File: src/rtl/parking_gate_controller_if.sv
// Lane-side bundle between the parking bench (sensors/keypad) and the gate controller.
interface parking_gate_controller_if;
  logic       sensor_1;
  logic       sensor_2;
  logic [7:0] psswrd_atmpt;
  logic       try_psswrd;
  logic       alarm_1;
  logic       alarm_2;
  logic       open_gate;
  logic       close_gate;
  logic [2:0] state;

  modport master (
    output sensor_1, sensor_2, psswrd_atmpt, try_psswrd,
    input  alarm_1, alarm_2, open_gate, close_gate, state
  );

  modport slave (
    input  sensor_1, sensor_2, psswrd_atmpt, try_psswrd,
    output alarm_1, alarm_2, open_gate, close_gate, state
  );
endinterface

File: src/rtl/parking_gate_controller.sv
// Parking gate access FSM: PIN check, auto-close timeout and tailgate blocking.
//
// state    | meaning
// IDLE     | gate closed, waiting for a car at the entry sensor
// PIN      | car present, counting wrong PIN attempts
// OPEN     | gate open, waiting for the car to pass or the timeout
// BLOCK    | both sensors seen together (tailgate), only a correct PIN clears
// PIN_LOCK | too many wrong PINs, wrong-PIN alarm raised
module parking_gate_controller #(
  parameter logic [7:0] PASSWORD     = 8'h57,
  parameter int         MAX_ATTEMPTS = 3,
  parameter int         GATE_TIMEOUT = 32,
  parameter int         TO_W         = 6
) (
  input logic clk,
  input logic rst,
  parking_gate_controller_if.slave bus
);

  typedef enum logic [2:0] {
    IDLE     = 3'd0,
    PIN      = 3'd1,
    OPEN     = 3'd2,
    BLOCK    = 3'd3,
    PIN_LOCK = 3'd4
  } state_t;

  localparam logic [2:0]      MAX_A   = 3'(MAX_ATTEMPTS);
  localparam logic [TO_W-1:0] TO_LAST = TO_W'(GATE_TIMEOUT - 1);

  state_t          state_q, state_d;
  logic [2:0]      att_cnt_q, att_cnt_d;
  logic [TO_W-1:0] to_cnt_q, to_cnt_d;
  logic            try_q;
  logic            alarm_1_q, alarm_1_d;
  logic            alarm_2_q, alarm_2_d;
  logic            open_q, open_d;
  logic            close_q, close_d;
  logic            attempt, match, both;

  assign attempt = bus.try_psswrd & ~try_q;
  assign match   = (bus.psswrd_atmpt == PASSWORD);
  assign both    = bus.sensor_1 & bus.sensor_2;

  always_ff @(posedge clk or negedge rst) begin
    if (!rst) begin
      state_q   <= IDLE;
      att_cnt_q <= '0;
      to_cnt_q  <= '0;
      try_q     <= 1'b0;
      alarm_1_q <= 1'b0;
      alarm_2_q <= 1'b0;
      open_q    <= 1'b0;
      close_q   <= 1'b1;
    end else begin
      state_q   <= state_d;
      att_cnt_q <= att_cnt_d;
      to_cnt_q  <= to_cnt_d;
      try_q     <= bus.try_psswrd;
      alarm_1_q <= alarm_1_d;
      alarm_2_q <= alarm_2_d;
      open_q    <= open_d;
      close_q   <= close_d;
    end
  end

  always_comb begin
    state_d   = state_q;
    att_cnt_d = att_cnt_q;
    to_cnt_d  = to_cnt_q;

    if (state_q != BLOCK && both) begin
      state_d   = BLOCK;
      att_cnt_d = '0;
    end else begin
      case (state_q)
        IDLE: begin
          if (bus.sensor_1) state_d = PIN;
        end
        PIN: begin
          if (attempt && match) begin
            state_d   = OPEN;
            att_cnt_d = '0;
            to_cnt_d  = '0;
          end else if (attempt) begin
            att_cnt_d = att_cnt_q + 3'd1;
            if (att_cnt_q + 3'd1 == MAX_A) state_d = PIN_LOCK;
          end
        end
        PIN_LOCK: begin
          if (attempt && match) begin
            state_d   = OPEN;
            att_cnt_d = '0;
            to_cnt_d  = '0;
          end else if (attempt) begin
            att_cnt_d = MAX_A;
          end
        end
        OPEN: begin
          // Counter value k at an edge means k+1 edges spent in OPEN so far.
          if (bus.sensor_2 && !bus.sensor_1) state_d = IDLE;
          else if (to_cnt_q == TO_LAST)      state_d = IDLE;
          else                               to_cnt_d = to_cnt_q + 1'b1;
        end
        BLOCK: begin
          if (attempt && match) state_d = IDLE;
        end
        default: state_d = IDLE;
      endcase
    end

    // Outputs are decoded from the next state so they register with it.
    alarm_1_d = 1'b0;
    alarm_2_d = 1'b0;
    open_d    = 1'b0;
    close_d   = 1'b1;
    case (state_d)
      OPEN: begin
        open_d  = 1'b1;
        close_d = 1'b0;
      end
      BLOCK:    alarm_2_d = 1'b1;
      PIN_LOCK: alarm_1_d = 1'b1;
      default: ;
    endcase
  end

  assign bus.state      = state_q;
  assign bus.alarm_1    = alarm_1_q;
  assign bus.alarm_2    = alarm_2_q;
  assign bus.open_gate  = open_q;
  assign bus.close_gate = close_q;

endmodule

File: src/flat_wrapper.sv
// flat-port wrapper written by rule: the top's interface ports become plain ports
module parking_gate_controller_flat 
#(
  parameter logic [7:0] PASSWORD     = 8'h57,
  parameter int         MAX_ATTEMPTS = 3,
  parameter int         GATE_TIMEOUT = 32,
  parameter int         TO_W         = 6
)
  (clk, rst, bus_sensor_1, bus_sensor_2, bus_psswrd_atmpt, bus_try_psswrd, bus_alarm_1, bus_alarm_2, bus_open_gate, bus_close_gate, bus_state);
  parking_gate_controller_if bus_i ();
  input logic clk;
  input logic rst;
  input wire logic [$bits(bus_i.sensor_1)-1:0] bus_sensor_1;
  input wire logic [$bits(bus_i.sensor_2)-1:0] bus_sensor_2;
  input wire logic [$bits(bus_i.psswrd_atmpt)-1:0] bus_psswrd_atmpt;
  input wire logic [$bits(bus_i.try_psswrd)-1:0] bus_try_psswrd;
  output wire logic [$bits(bus_i.alarm_1)-1:0] bus_alarm_1;
  output wire logic [$bits(bus_i.alarm_2)-1:0] bus_alarm_2;
  output wire logic [$bits(bus_i.open_gate)-1:0] bus_open_gate;
  output wire logic [$bits(bus_i.close_gate)-1:0] bus_close_gate;
  output wire logic [$bits(bus_i.state)-1:0] bus_state;
  assign bus_i.sensor_1 = bus_sensor_1;
  assign bus_i.sensor_2 = bus_sensor_2;
  assign bus_i.psswrd_atmpt = bus_psswrd_atmpt;
  assign bus_i.try_psswrd = bus_try_psswrd;
  assign bus_alarm_1 = bus_i.alarm_1;
  assign bus_alarm_2 = bus_i.alarm_2;
  assign bus_open_gate = bus_i.open_gate;
  assign bus_close_gate = bus_i.close_gate;
  assign bus_state = bus_i.state;
  parking_gate_controller #(.PASSWORD(PASSWORD), .MAX_ATTEMPTS(MAX_ATTEMPTS), .GATE_TIMEOUT(GATE_TIMEOUT), .TO_W(TO_W)) u_core (.clk(clk), .rst(rst), .bus(bus_i));
endmodule
File: config.mk
export PLATFORM = sky130hd
export DESIGN_NAME = parking_gate_controller_flat
export DESIGN_NICKNAME = d
export VERILOG_FILES = /design/src/rtl/parking_gate_controller_if.sv /design/src/rtl/parking_gate_controller.sv /design/src/flat_wrapper.sv
export SDC_FILE = /design/constraint.sdc
export NUM_CORES = 1
export LEC_CHECK = 0
export ABC_AREA = 1
export BUFFER_PORTS_ARGS = -buffer_cell sky130_fd_sc_hd__buf_2
export CAP_MARGIN = 5
export CORE_MARGIN = 2
export CORE_UTILIZATION = 25
export DETAILED_ROUTE_END_ITERATION = 8
export PLACE_DENSITY = 0.42
export SYNTH_ARGS = -nofsm -noshare
export SYNTH_HDL_FRONTEND = slang
export SYNTH_SLANG_ARGS = --single-unit
File: constraint.sdc
create_clock -name clk -period 1.85 [get_ports clk]
set_clock_uncertainty 0.1 [all_clocks]
set_input_delay 0.37 -clock clk [delete_from_list [all_inputs] [get_ports clk]]
set_output_delay 0.37 -clock clk [all_outputs]
set_load 0.01 [all_outputs]
Word level (Yosys, flattened, before mapping)
Cells that the tools add are included.
W data, S select, Z words.
{"block": "totals", "elab_cells": 64, "output_inout_bits": 7, "reg_bits": 17}
{"block": "classes", "n_bitwise": 4, "eq_ne": 16, "add_sub_neg": 2, "reduce_logical": 10, "mux": 24}
{"operator": "$mux W3", "count": 14}
{"operator": "$mux W6", "count": 3}
{"operator": "$eq A3 B2 Y1 const B", "count": 5}
{"operator": "$pmux W3 S5", "count": 1}
{"operator": "$pmux W6 S2", "count": 1}
{"operator": "$eq A8 B7 Y1 const B", "count": 1}
{"operator": "$ne A4 B1 Y1 const B", "count": 2}
{"operator": "$add A6 B1 Y6 const B", "count": 1}
{"operator": "$eq A3 B3 Y1 const B", "count": 2}
{"operator": "$eq A6 B5 Y1 const B", "count": 1}
{"operator": "$pmux W3 S2", "count": 1}
{"operator": "$reduce_and A5 Y1", "count": 1}
{"operator": "$mux W1", "count": 4}
{"operator": "$ne A2 B2 Y1 const B", "count": 2}
{"operator": "$add A3 B1 Y3 const B", "count": 1}
{"operator": "$eq A3 B1 Y1 const B", "count": 1}
{"operator": "$logic_and A1 B1 Y1", "count": 3}
{"operator": "$logic_not A3 Y1", "count": 1}
{"operator": "$ne A3 B2 Y1 const B", "count": 1}
{"operator": "$reduce_and A3 Y1", "count": 1}
{"operator": "$reduce_bool A3 Y1", "count": 1}
{"operator": "$and A1 B1 Y1", "count": 2}
{"operator": "$ne A2 B1 Y1 const B", "count": 1}
{"operator": "$not A1 Y1", "count": 2}
{"operator": "other kinds (3)", "count": 3}

Logic depth before layout (Yosys ltp)
{"block": "depth", "depth_word": 9, "depth_mapped": 9, "depth_no_buf": 9}

Worst setup path after synthesis
OpenSTA, ideal clock, no wires.
{"block": "synth_path", "path_kind": "register -> register", "startpoint": "reg u_core.to_cnt_q[0]", "endpoint": "reg u_core.to_cnt_q[0]", "path_stages_with_launch": 10, "path_slack_ps": 338, "path_buffers": 0, "t_required_ps": 1633, "t_arrival_ps": 1295, "path_cell_list": "dfrtp_1 ha_1 nand3_1 nor2_1 nor2_1 nor2_2 nor2_8 nand2_4 nand2_1 nand2_1"}
{"block": "synth_via", "elab_chain_cells": 4, "elab_cells_between_ends": 7, "classes_between": "add/sub (1); eq/ne (2); mux (3); reduce/logical (1)"}
{"item": "start, declared", "line_no": "parking_gate_controller.sv:33", "rtl": "logic [TO_W-1:0] to_cnt_q, to_cnt_d;"}
{"item": "start signal, assigned", "line_no": "parking_gate_controller.sv:58", "rtl": "to_cnt_q <= to_cnt_d;"}
{"item": "$add A6 B1 Y6", "line_no": "parking_gate_controller.sv:103", "rtl": "else to_cnt_d = to_cnt_q + 1'b1;"}
{"item": "$mux W6", "line_no": "parking_gate_controller.sv:102", "rtl": "else if (to_cnt_q == TO_LAST) state_d = IDLE;"}
{"item": "$mux W6", "line_no": "parking_gate_controller.sv:101", "rtl": "if (bus.sensor_2 && !bus.sensor_1) state_d = IDLE;"}
{"item": "$pmux W6 S2", "line_no": "parking_gate_controller.sv:76", "rtl": "case (state_q)"}
Parallel ways exist; a longest one is shown, timed or not. The select of a mux whose other input is x is not followed.
A chain may end at the register's enable or synchronous reset.

Worst setup path after layout
{"block": "layout_path", "startpoint": "reg u_core.to_cnt_q[0]", "endpoint": "reg u_core.to_cnt_q[4]"}
The elaborated chain is that of the path after synthesis.

==> key figures <==
Setup path
  – Worst r2r src: u_core.to_cnt_q[0]
  – Arr. time, crit path: around 1.7 ns
  – Reg2reg setup slack: 0.20 ns
  – Worst Setup End Kind: flip-flop
  – Crit-path cells: ha_1, nand3_1, nor2_1, nor2_1, nor2_2, nor2_8, nand2_4, nand2_1, nand2_1
  – Critical path's slowest cell: dfrtp_1
  – Max FO, Critical Path: 8
  – Critical Path RT: 1.90 ns
  – Worst-case reg-to-reg path depth: 9
  – Worst setup path endpoint: u_core.to_cnt_q[4]
  – Critical register-to-register path endpoint: u_core.to_cnt_q[4]
  – Critical Path Source: u_core.to_cnt_q[0]
  – Critical Path Max Stage Delay: 0.44 ns
  – Setup CP Type: reg -> reg
  – Worst setup SP type: flip-flop

Clock tree
  – Root Driver: clkbuf_8
  – Setup bufs post-CTS: 0
  – TritonCTS clock tree: built
  – Clock sinks: 17
  – CTS Buf Count: 3
  – H-tree depth: 1
  – Worst skew pair latency: 0.25 ns
  – Clock transition at path regs: 0.07 ns
  – Clock Path Buffers: 2

Final layout
  – Design area: 0.00124 sq mm
  – Post-Route Utilization: 0.313
  – Synthesis-to-finish area growth: 20.8%
  – Cell Count, Final, Fillers Out: 208
  – Nets: ~180
  – Layout fillers: 450
  – Layout cell share with drive strength beyond 1: 0.266
  – Ant diodes: 0

Floorplanning
  – Die area: between 0.004 and 0.005 sq mm
  – # rows: 23
  – Chip Height: 68.2 um
  – Number of I/O pins: 20
  – Horiz. Die Dim: about 68 um
  – Initial Util: 0.260
  – Core Area: 0.00397 sq mm

Placed design
  – GP Congestion: 0.876
  – Number of I/O port buffers: 19
  – Cell count after placement: 203
  – Dpl hpwl: 1.67 mm
  – Placed inst area: 0.00119 sq mm
  – Pre-CTS WS: 0.206 ns

GRT
  – Vias in the first global route: 899
  – Grt ovf: 0
  – Largest net degree at the start of global routing: 18
  – First-pass GRT wire length: 3.82 mm
  – Initial antenna violation count: 0
  – Total GRT Usage: 0.109

Power
  – Pleak: 0.687 nW
  – Worst vdd ir: 0.326 mV
  – Total power per unit cell area: between 1000 and 1500 mW/mm^2

Synthesis
  – Post-Syn Area per Cell: 7.69 sq um
  – Area leader, netlist: dfrtp_1
  – Synth top area share: 0.388
  – Mapped Cells: 134
  – Synthesized area: 0.00103 sq mm
  – Top post-synthesis cells by area: dfrtp_1, nand2_1, nand3_1
  – Top cells by count, synth: nand2_1, inv_1, nand3_1
  – Seq cells post-synth: 17
  – Post-synth cell types: 20
  – Mapped Nets: 150
  – Top_reg_cell synth: dfrtp_1
  – Top-count cell post-synth: nand2_1
  – Post-synth ARST share: 1.00
  – EDFF count, synth: 0
  – Seq/Total Area, Yosys: 0.414
  – Synth warnings: 0

Run
  – Max-cap viol count: 0

STA
  – # setup viols final: 0
  – Setup WS post-layout: 0.204 ns
  – Slew @ Worst Pin: 0.395 ns
  – Tcrit/Tclk final: 0.890
  – RSZ-0062 raised after global routing: no
  – Max-slew headroom: 0.737
  – Setup TNS: 0 ns
  – FMAX: between 600 and 700 MHz
  – Final hold viol count: 0
  – Slew Viols, Final: 0
  – Min cycle time layout: 1.65 ns

Run status
  – Outcome: finished, final reports clean

Detailed routing
  – Drt first pass iters: 4
  – Via Count: 889
  – DR vias/cell: 4.27
  – Wirelength, routed: 2.16 mm
  – Iter 0 DRT Violations: 46
  – Final ANT Viol Nets: 0
  – Wire per inst: just over 10 um
  – DRC: 0

Hold path
  – Hold Crit Class: in -> reg
  – Hold path start: bus_try_psswrd
## cells in the final DEF (no fill, tap or decap), drive strengths merged
master / instances
nor2: 18
inv: 22
xnor2: 2
nand4: 2
xor2: 2
ha: 3
dfstp: 1
nand2: 44
dfrtp: 16
a21oi: 1
nand3: 20
clkinv: 1
buf: 19
dlygate4sd3: 1
a211oi: 2
nand3b: 1
clkbuf: 3
## registers in the layout, indices dropped and copies added, names as in the netlist
register,cells
u_core.att_cnt_q,3
u_core.bus.alarm_2,1
u_core.try_q,1
u_core.bus.alarm_1,1
u_core.to_cnt_q,6
u_core.bus.state,3
u_core.bus.close_gate,1
u_core.bus.open_gate,1
## final cells by class
class / count / area (sq um) / area share
clock buffer: 3 / 41.3 / 0.0332
inverter: 22 / 82.6 / 0.0663
timing repair buffer: 20 / 105 / 0.0844
tap: 50 / 62.6 / 0.0503
clock inverter: 1 / 5.00 / 0.00402
sequential: 17 / 427 / 0.343
multi-input combinational: 95 / 522 / 0.419
## where the power goes
part | internal (mW) | switching (mW) | total [mW]
Combinational | 0.247 | 0.456 | 0.703
Clock | 0.150 | 0.141 | 0.291
Sequential | 0.461 | 0.0790 | 0.540
## cells by family after synthesis
logic type,after synthesis,share of synthesized area
xor gates and xnor gates,4,0.0340
buffers and inverters,22,0.0801
AOI/OAI and AO/OA,3,0.0194
DFF,17,0.414
and+or+nand+nor,85,0.416
adders and majority gates,3,0.0364
## layer usage
layer | track usage | share of wire | up-vias
met5 | 0 | 0 | -
met2 | 0.174 | 0.44 | 12
met3 | 0.0214 | 0.032 | 4
met1 | 0.141 | 0.51 | 407
met4 | 0.0525 | 0.022 | 0
li1 | - | - | 466
## critical path: cells and delay by family (launching register included)
kind                       cells  cell delay, ns
adders and majority gates      1            0.25
DFF                            1            0.44
and+or+nand+nor                8            0.75
## timing repair
item	4_1_cts	5_1_grt
hold endpoints to repair	16	0
hold buffers	1	0
resized for setup	0	0
## worst min-delay path by stage
stage | to | slack [ns] | depth (start not counted)
floorplan | u_core.att_cnt_q[0] | -0.03 | 0
global placement | u_core.att_cnt_q[1] | 0.22 | 1
finish | u_core.try_q | 0.13 | 1
CTS | u_core.try_q | 0.13 | 1
global route | u_core.try_q | 0.13 | 1
detailed placement | u_core.att_cnt_q[1] | 0.23 | 1
## metrics by stage
step           hold slack [ns]  power [mW]
2_1_floorplan          -0.0256        1.07
3_3_place_gp             0.218        1.25
3_5_place_dp             0.225        1.26
4_1_cts                  0.129        1.56
5_1_grt                  0.127        1.68
6_report                 0.132        1.53
(Power assumes the default switching activity.)
